===== src/rtl/unified_mem_arb_pkg.sv =====
// Shared types and constants for the unified memory arbiter.
package unified_mem_arb_pkg;

  typedef enum logic [2:0] {
    S_IDLE,
    S_DM_WAIT,
    S_IF_ISSUE,
    S_IF_WAIT,
    S_DONE
  } arb_state_e;

  // Counter width; LAT must fit (1..7).
  localparam int LAT_W = 3;

  // When both stages request together, the data access goes first.
  localparam bit DM_FIRST = 1'b1;

endpackage


===== src/rtl/arb_lat_counter.sv =====
// Read-latency counter: load starts at 1, inc steps, otherwise clears; done when count reaches LAT.
module arb_lat_counter
  import unified_mem_arb_pkg::*;
#(
  parameter int LAT = 2
) (
  input  logic clk,
  input  logic rst,
  input  logic load,
  input  logic inc,
  output logic done
);

  logic [LAT_W-1:0] cnt_q, cnt_d;

  always_comb begin
    cnt_d = '0;
    if (load)     cnt_d = LAT_W'(1);
    else if (inc) cnt_d = cnt_q + 1'b1;
  end

  always_ff @(posedge clk or posedge rst) begin
    if (rst) cnt_q <= '0;
    else     cnt_q <= cnt_d;
  end

  assign done = (cnt_q == LAT_W'(LAT));

endmodule


===== src/rtl/unified_mem_arbiter.sv =====
// Serialises IF and MEM stage requests onto one fixed-latency memory port,
// stalling the pipeline until every request of the cycle has been served.
module unified_mem_arbiter
  import unified_mem_arb_pkg::*;
#(
  parameter int LAT = 2,
  parameter int AW  = 64,
  parameter int DW  = 64
) (
  input  logic          clk,
  input  logic          reset,
  input  logic          if_req,
  input  logic [AW-1:0] if_addr,
  output logic [31:0]   if_rdata,
  output logic          if_valid,
  input  logic          dm_req,
  input  logic          dm_we,
  input  logic [AW-1:0] dm_addr,
  input  logic [DW-1:0] dm_wdata,
  output logic [DW-1:0] dm_rdata,
  output logic          dm_valid,
  output logic          stall_pipe,
  output logic          mem_en,
  output logic          mem_we,
  output logic [AW-1:0] mem_addr,
  output logic [DW-1:0] mem_wdata,
  input  logic [DW-1:0] mem_rdata
);

  arb_state_e    state_q, state_d;
  logic          dm_served_q, dm_served_d;
  logic          if_served_q, if_served_d;
  logic [DW-1:0] dm_hold_q, dm_hold_d;
  logic [31:0]   if_hold_q, if_hold_d;
  logic [DW-1:0] dm_rdata_q, dm_rdata_d;
  logic [31:0]   if_rdata_q, if_rdata_d;
  logic          cnt_load, cnt_inc, cnt_done;
  logic          dm_sel;
  logic          unused_addr_bits;

  function automatic logic [AW-1:0] dw_align(input logic [AW-1:0] a);
    return {a[AW-1:3], 3'b000};
  endfunction

  assign dm_sel           = dm_req && (DM_FIRST || !if_req);
  assign unused_addr_bits = ^{dm_addr[2:0], if_addr[1:0]};

  arb_lat_counter #(.LAT(LAT)) u_lat_cnt (
    .clk  (clk),
    .rst  (reset),
    .load (cnt_load),
    .inc  (cnt_inc),
    .done (cnt_done)
  );

  always_ff @(posedge clk or posedge reset) begin
    if (reset) begin
      state_q     <= S_IDLE;
      dm_served_q <= 1'b0;
      if_served_q <= 1'b0;
      dm_hold_q   <= '0;
      if_hold_q   <= '0;
      dm_rdata_q  <= '0;
      if_rdata_q  <= '0;
    end else begin
      state_q     <= state_d;
      dm_served_q <= dm_served_d;
      if_served_q <= if_served_d;
      dm_hold_q   <= dm_hold_d;
      if_hold_q   <= if_hold_d;
      dm_rdata_q  <= dm_rdata_d;
      if_rdata_q  <= if_rdata_d;
    end
  end

  always_comb begin
    state_d     = state_q;
    dm_served_d = dm_served_q;
    if_served_d = if_served_q;
    dm_hold_d   = dm_hold_q;
    if_hold_d   = if_hold_q;
    cnt_load    = 1'b0;
    cnt_inc     = 1'b0;
    unique case (state_q)
      S_IDLE: begin
        if (dm_sel) begin
          dm_served_d = 1'b1;
          if (dm_we) begin
            state_d = if_req ? S_IF_ISSUE : S_DONE;
          end else begin
            state_d  = S_DM_WAIT;
            cnt_load = 1'b1;
          end
        end else if (if_req) begin
          if_served_d = 1'b1;
          state_d     = S_IF_WAIT;
          cnt_load    = 1'b1;
        end
      end
      S_DM_WAIT: begin
        if (cnt_done) begin
          dm_hold_d = mem_rdata;
          state_d   = if_req ? S_IF_ISSUE : S_DONE;
        end else begin
          cnt_inc = 1'b1;
        end
      end
      S_IF_ISSUE: begin
        if_served_d = 1'b1;
        state_d     = S_IF_WAIT;
        cnt_load    = 1'b1;
      end
      S_IF_WAIT: begin
        if (cnt_done) begin
          if_hold_d = if_addr[2] ? mem_rdata[63:32] : mem_rdata[31:0];
          state_d   = S_DONE;
        end else begin
          cnt_inc = 1'b1;
        end
      end
      S_DONE: begin
        state_d     = S_IDLE;
        dm_served_d = 1'b0;
        if_served_d = 1'b0;
      end
      default: state_d = S_IDLE;
    endcase
    // Result registers pick up the holding values on entry to DONE so they are
    // stable for the whole release cycle and hold afterwards.
    dm_rdata_d = (state_d == S_DONE && dm_served_d) ? dm_hold_d : dm_rdata_q;
    if_rdata_d = (state_d == S_DONE && if_served_d) ? if_hold_d : if_rdata_q;
  end

  always_comb begin
    mem_en     = 1'b0;
    mem_we     = 1'b0;
    mem_addr   = '0;
    mem_wdata  = '0;
    stall_pipe = 1'b1;
    if_valid   = 1'b0;
    dm_valid   = 1'b0;
    unique case (state_q)
      S_IDLE: begin
        stall_pipe = dm_req | if_req;
        if (dm_sel) begin
          mem_en    = 1'b1;
          mem_we    = dm_we;
          mem_addr  = dw_align(dm_addr);
          mem_wdata = dm_we ? dm_wdata : '0;
        end else if (if_req) begin
          mem_en   = 1'b1;
          mem_addr = dw_align(if_addr);
        end
      end
      S_IF_ISSUE: begin
        mem_en   = 1'b1;
        mem_addr = dw_align(if_addr);
      end
      S_DONE: begin
        stall_pipe = 1'b0;
        if_valid   = if_served_q;
        dm_valid   = dm_served_q;
      end
      default: ;
    endcase
  end

  assign if_rdata = if_rdata_q;
  assign dm_rdata = dm_rdata_q;

endmodule


===== config.mk =====
export PLATFORM = sky130hd
export DESIGN_NAME = unified_mem_arbiter
export DESIGN_NICKNAME = d
export VERILOG_FILES = /design/src/rtl/unified_mem_arb_pkg.sv /design/src/rtl/arb_lat_counter.sv /design/src/rtl/unified_mem_arbiter.sv
export SDC_FILE = /design/constraint.sdc
export NUM_CORES = 1
export LEC_CHECK = 0
export BUFFER_PORTS_ARGS = -buffer_cell sky130_fd_sc_hd__clkbuf_2
export CAP_MARGIN = 40
export CORE_AREA = 2 2 193 195
export DETAILED_ROUTE_END_ITERATION = 8
export DIE_AREA = 0 0 195 197
export GPL_TIMING_DRIVEN = 0
export PLACE_DENSITY = 0.61
export SYNTH_ARGS = -nofsm -noshare
export SYNTH_HDL_FRONTEND = slang
export SYNTH_SLANG_ARGS = --single-unit

===== constraint.sdc =====
create_clock -name clk -period 9.1 [get_ports clk]
set_clock_uncertainty 0.2 [all_clocks]
set_input_delay 1.82 -clock clk [delete_from_list [all_inputs] [get_ports clk]]
set_output_delay 1.82 -clock clk [all_outputs]
set_load 0.01 [all_outputs]

# Word level (Yosys, flattened, before mapping)
# Cells that the tools add are included.
# op_classes
addsub,1
n_eq_ne,6
muxes,38
n_bitwise,1
n_reduce_logical,4
# ops
operator,count
$mux W64,7
$pmux W64 S2,1
$mux W32,3
$mux W3,8
$mux W1,13
$pmux W3 S4,1
$eq A3 B2 Y1 const B,3
$pmux W1 S2,4
$eq A3 B3 Y1 const B,2
$add A3 B1 Y3 const B,1
$eq A3 B1 Y1 const B,1
$logic_not A3 Y1,1
$pmux W1 S3,1
$logic_and A1 B1 Y1,2
$reduce_or A2 Y1,1
$or A1 B1 Y1,1
# totals
in_bits,261
output_inout_bits,229
regBits,200

# Depth between registers and ports, before layout
# logic_depth
word_depth,6
depth_mapped,9
depth_no_buf,7

# By module
# A second synthesis with hierarchy kept.
# unflattened
hier_cells,686
area_unflattened_um2,8923.6
# by_module_without_submodules
module,area_per_inst_um2,instances,seq_area_each_um2,cells_per_inst
unified_mem_arbiter,8777.2,1,4929.7,673
arb_lat_counter,146.4,1,75.1,13

# Least setup slack after synthesis
# OpenSTA, ideal clock, no wires.
# synth_timing
path_type,input -> output
start,input dm_req
end,output mem_addr[16]
stages,4
slack_ps,4112
arrival_time_ps,2968
t_required_ps,7080
path_cell_list,nor4b_4 > clkbuf_1 > buf_1 > a22o_1
# synth_via
elab_chain_len,2
# synth_rtl
element,line,rtl
start: declaration,unified_mem_arbiter.sv:16,"input logic dm_req,"
$mux W64,unified_mem_arbiter.sv:145,if (dm_sel) begin
$pmux W64 S2,unified_mem_arbiter.sv:142,unique case (state_q)
end: declaration,unified_mem_arbiter.sv:25,"output logic [AW-1:0] mem_addr,"
# No other way between the ends.

# Worst setup path after layout
# layout_timing
start,input dm_req
end,output mem_addr[34]
# The elaborated chain is that of the path after synthesis.

==> flow_summary.ini <==
[clock_network]
clk_pin_slew_ns = 0.07
clockBufferDepth = 2
clockRootBuffer = clkbuf_16
cts.repair.resized = 0
cts_num_sinks = 200
cts_hold_buffers = 0
insertion_delay_ns = 0.45
numCtsBuffers = 17
post_cts_buffers = 0
ctsHtreeMaxLevel = 4
cts_tree = yes

[routing]
drc = 0
ant_nets = 0
drt_wl_total_um = 40420
first_pass_iters = 5
vias_per_cell = 4.639
drtIter0Drc = 462
post_drt_wl_per_cell_um = 24.08
vias = 7789

[synthesis]
synth_seq_cells = 200
synthCells = 688
ys_warn_count = 0
yosysSeqAreaShare_pct = 55.98
synth_flop_cell = dfrtp_1
synth.distinct_cells = 34
netlist_area_mm2 = 0.008941
avgSynthCellArea_um2 = 13.00
synth-edff-count = 0
async_flop_share_pct = 100.0

[placed_design]
dpl-instance-area_mm2 = 0.01202
hpwlAfterDp_um = 33410
portBuffers = 480
dp_cells = 1643
gp_congestion = 0.8893

[power_and_ir_drop]
ir_drop_v = 0.0001804
powerDensity_mw_per_mm2 = 305.6
p_leak_nw = 6.602

[setup_path]
worstSetupStartpointType = primary input
critPathRequiredTime_ns = 7.08
cp-end-kind = output port
crit_path_max_fanout = 10
arrival_ns = 4.04
worstSetupPathType = in2out

[timing]
worstMarginPinSlew_ns = 0.8542
finalCritPeriodShare_pct = 66.56
slew_violations = 0
rsz0062_at_grt = no
maxSlewHeadroom_pct = 42.74
fmaxAchievable_mhz = 165.1
finalHoldViolations = 0
finalSetupViolations = 0
period_needed_ns = 6.057

[die]
die_h_um = 197
rows = 70
die_area_mm2 = 0.03842
fp.dieW_um = 195
coreArea_mm2 = 0.03626
ios = 490
start_util_pct = 24.66

[cells_and_area]
layout_common_cells = 480 x clkbuf_2, 200 x dfrtp_1, 105 x mux2_2
fin_util_pct = 34.76
drive_above_1_share_pct = 53.69
layout.cells.non_filler = 1679
final_common_cell = clkbuf_2
finalNetCount = 1457
area_growth_pct = 40.96
design_area_mm2 = 0.01260

[run]
cap_viol_max_count = 0

[grt]
grt_max_degree = 117
grt_pass1_wl_um = 55910
track_usage_pct = 20.61
overflow = 0
first_global_vias = 7829
grt_antenna_before_repair = 8

[hold_path]
hold_path_class = reg2reg

[status]
run_status = finished clean
## Yosys cell counts, drive strengths merged, types with 2 or more instances
cell type	instances	share of area, %
nor3	3	0.28
dfrtp	200	56
ha	2	0.28
o21ai	5	0.28
inv	4	0.17
buf	23	1.8
clkbuf	35	1.5
and3	66	4.6
a21boi	2	0.17
nand2b	3	0.21
a21oi	37	2.1
nand2	3	0.13
mux2i	33	3.7
a22o	60	5.9
nor2	40	1.7
mux2	160	20
## critical path, cell delays in order
cell,delay (ns)
clkbuf_2,0.19
nor4b_4,0.60
clkbuf_1,0.50
buf_1,0.48
a22o_1,0.28
clkbuf_2,0.15
## where the power goes
group          total (W)  internal (W)  switching (W)
Sequential       0.00148       0.00131       0.000167
Combinational    0.00162      0.000737       0.000886
Clock           0.000747      0.000370       0.000377
Total            0.00385       0.00242        0.00143
## final cells by class
class / instances / area [um2]
buffer: 58 / 295.3
fill: 3710 / 23660
timing repair buffer: 485 / 2482
multi-input combinational: 428 / 3633
inverter: 4 / 22.52
sequential: 200 / 5005
tap: 468 / 585.6
antenna: 4 / 10.01
clock buffer: 18 / 439.2
clock inverter: 14 / 130.1
## path summary, 6_finish.rpt
kind                                                    from                       end  slack [ns]  cells past startpoint
worst max-delay path                                  dm_req              mem_addr[34]        3.04                      6
worst min register to register       dm_hold_q[34]$_DFF_PP0_   dm_hold_q[34]$_DFF_PP0_        0.28                      1
min in group asynchronous                              reset   dm_hold_q[56]$_DFF_PP0_        1.25                      2
worst max register to register  u_lat_cnt.cnt_q[0]$_DFF_PP0_  if_rdata[25]$_DFFE_PP0P_        6.05                      7
max in group asynchronous                              reset   dm_hold_q[19]$_DFF_PP0_        6.41                      3
worst min-delay path                 dm_hold_q[34]$_DFF_PP0_   dm_hold_q[34]$_DFF_PP0_        0.28                      1
## cell families (layout without fill, tap and decap cells)
family | count (synthesis) | after routing | synth area share [%]
other | 1 | 7 | 0.04194
AO/OA/AOI/OAI | 108 | 108 | 8.774
buffers and inverters | 62 | 579 | 3.470
multiplexers | 193 | 193 | 23.85
AND/OR/NAND/NOR | 122 | 122 | 7.613
flip-flops | 200 | 200 | 55.98
adder cells (fa/ha/maj) | 2 | 2 | 0.2798
## per-layer routing
metal / track usage [%] / vias to the layer above / routed length, um / share of wire [%]
met5: 0 / - / 0 / 0
met4: 5.796 / 0 / 755 / 1.9
met3: 6.537 / 40 / 3124 / 7.7
met2: 32.30 / 317 / 18750 / 46
met1: 27.35 / 3926 / 17790 / 44
li1: - / 3506 / - / -
## registers in the layout, indices dropped and copies added (netlist names)
name             cells
u_lat_cnt.cnt_q      3
if_served_q          1
if_rdata            32
dm_served_q          1
state_q              3
dm_rdata            64
dm_hold_q           64
if_hold_q           32
## through the flow
| stage | hold WS [ns] | total power (W) | setup slack, ns | setup TNS [ns] |
|---|---|---|---|---|
| 6_report | 0.2830 | 0.003851 | 3.043 | 0 |
| 5_1_grt | 0.3021 | 0.004100 | 2.890 | 0 |
| 4_1_cts | 0.2826 | 0.003900 | 2.971 | 0 |
| 3_5_place_dp | 0.2664 | 0.003139 | 2.975 | 0 |
| 3_3_place_gp | 0.2596 | 0.003086 | -0.6050 | -112.00 |
| 2_1_floorplan | 0.2495 | 0.002432 | 1.626 | 0 |
Power figures use the tool's default switching activity.
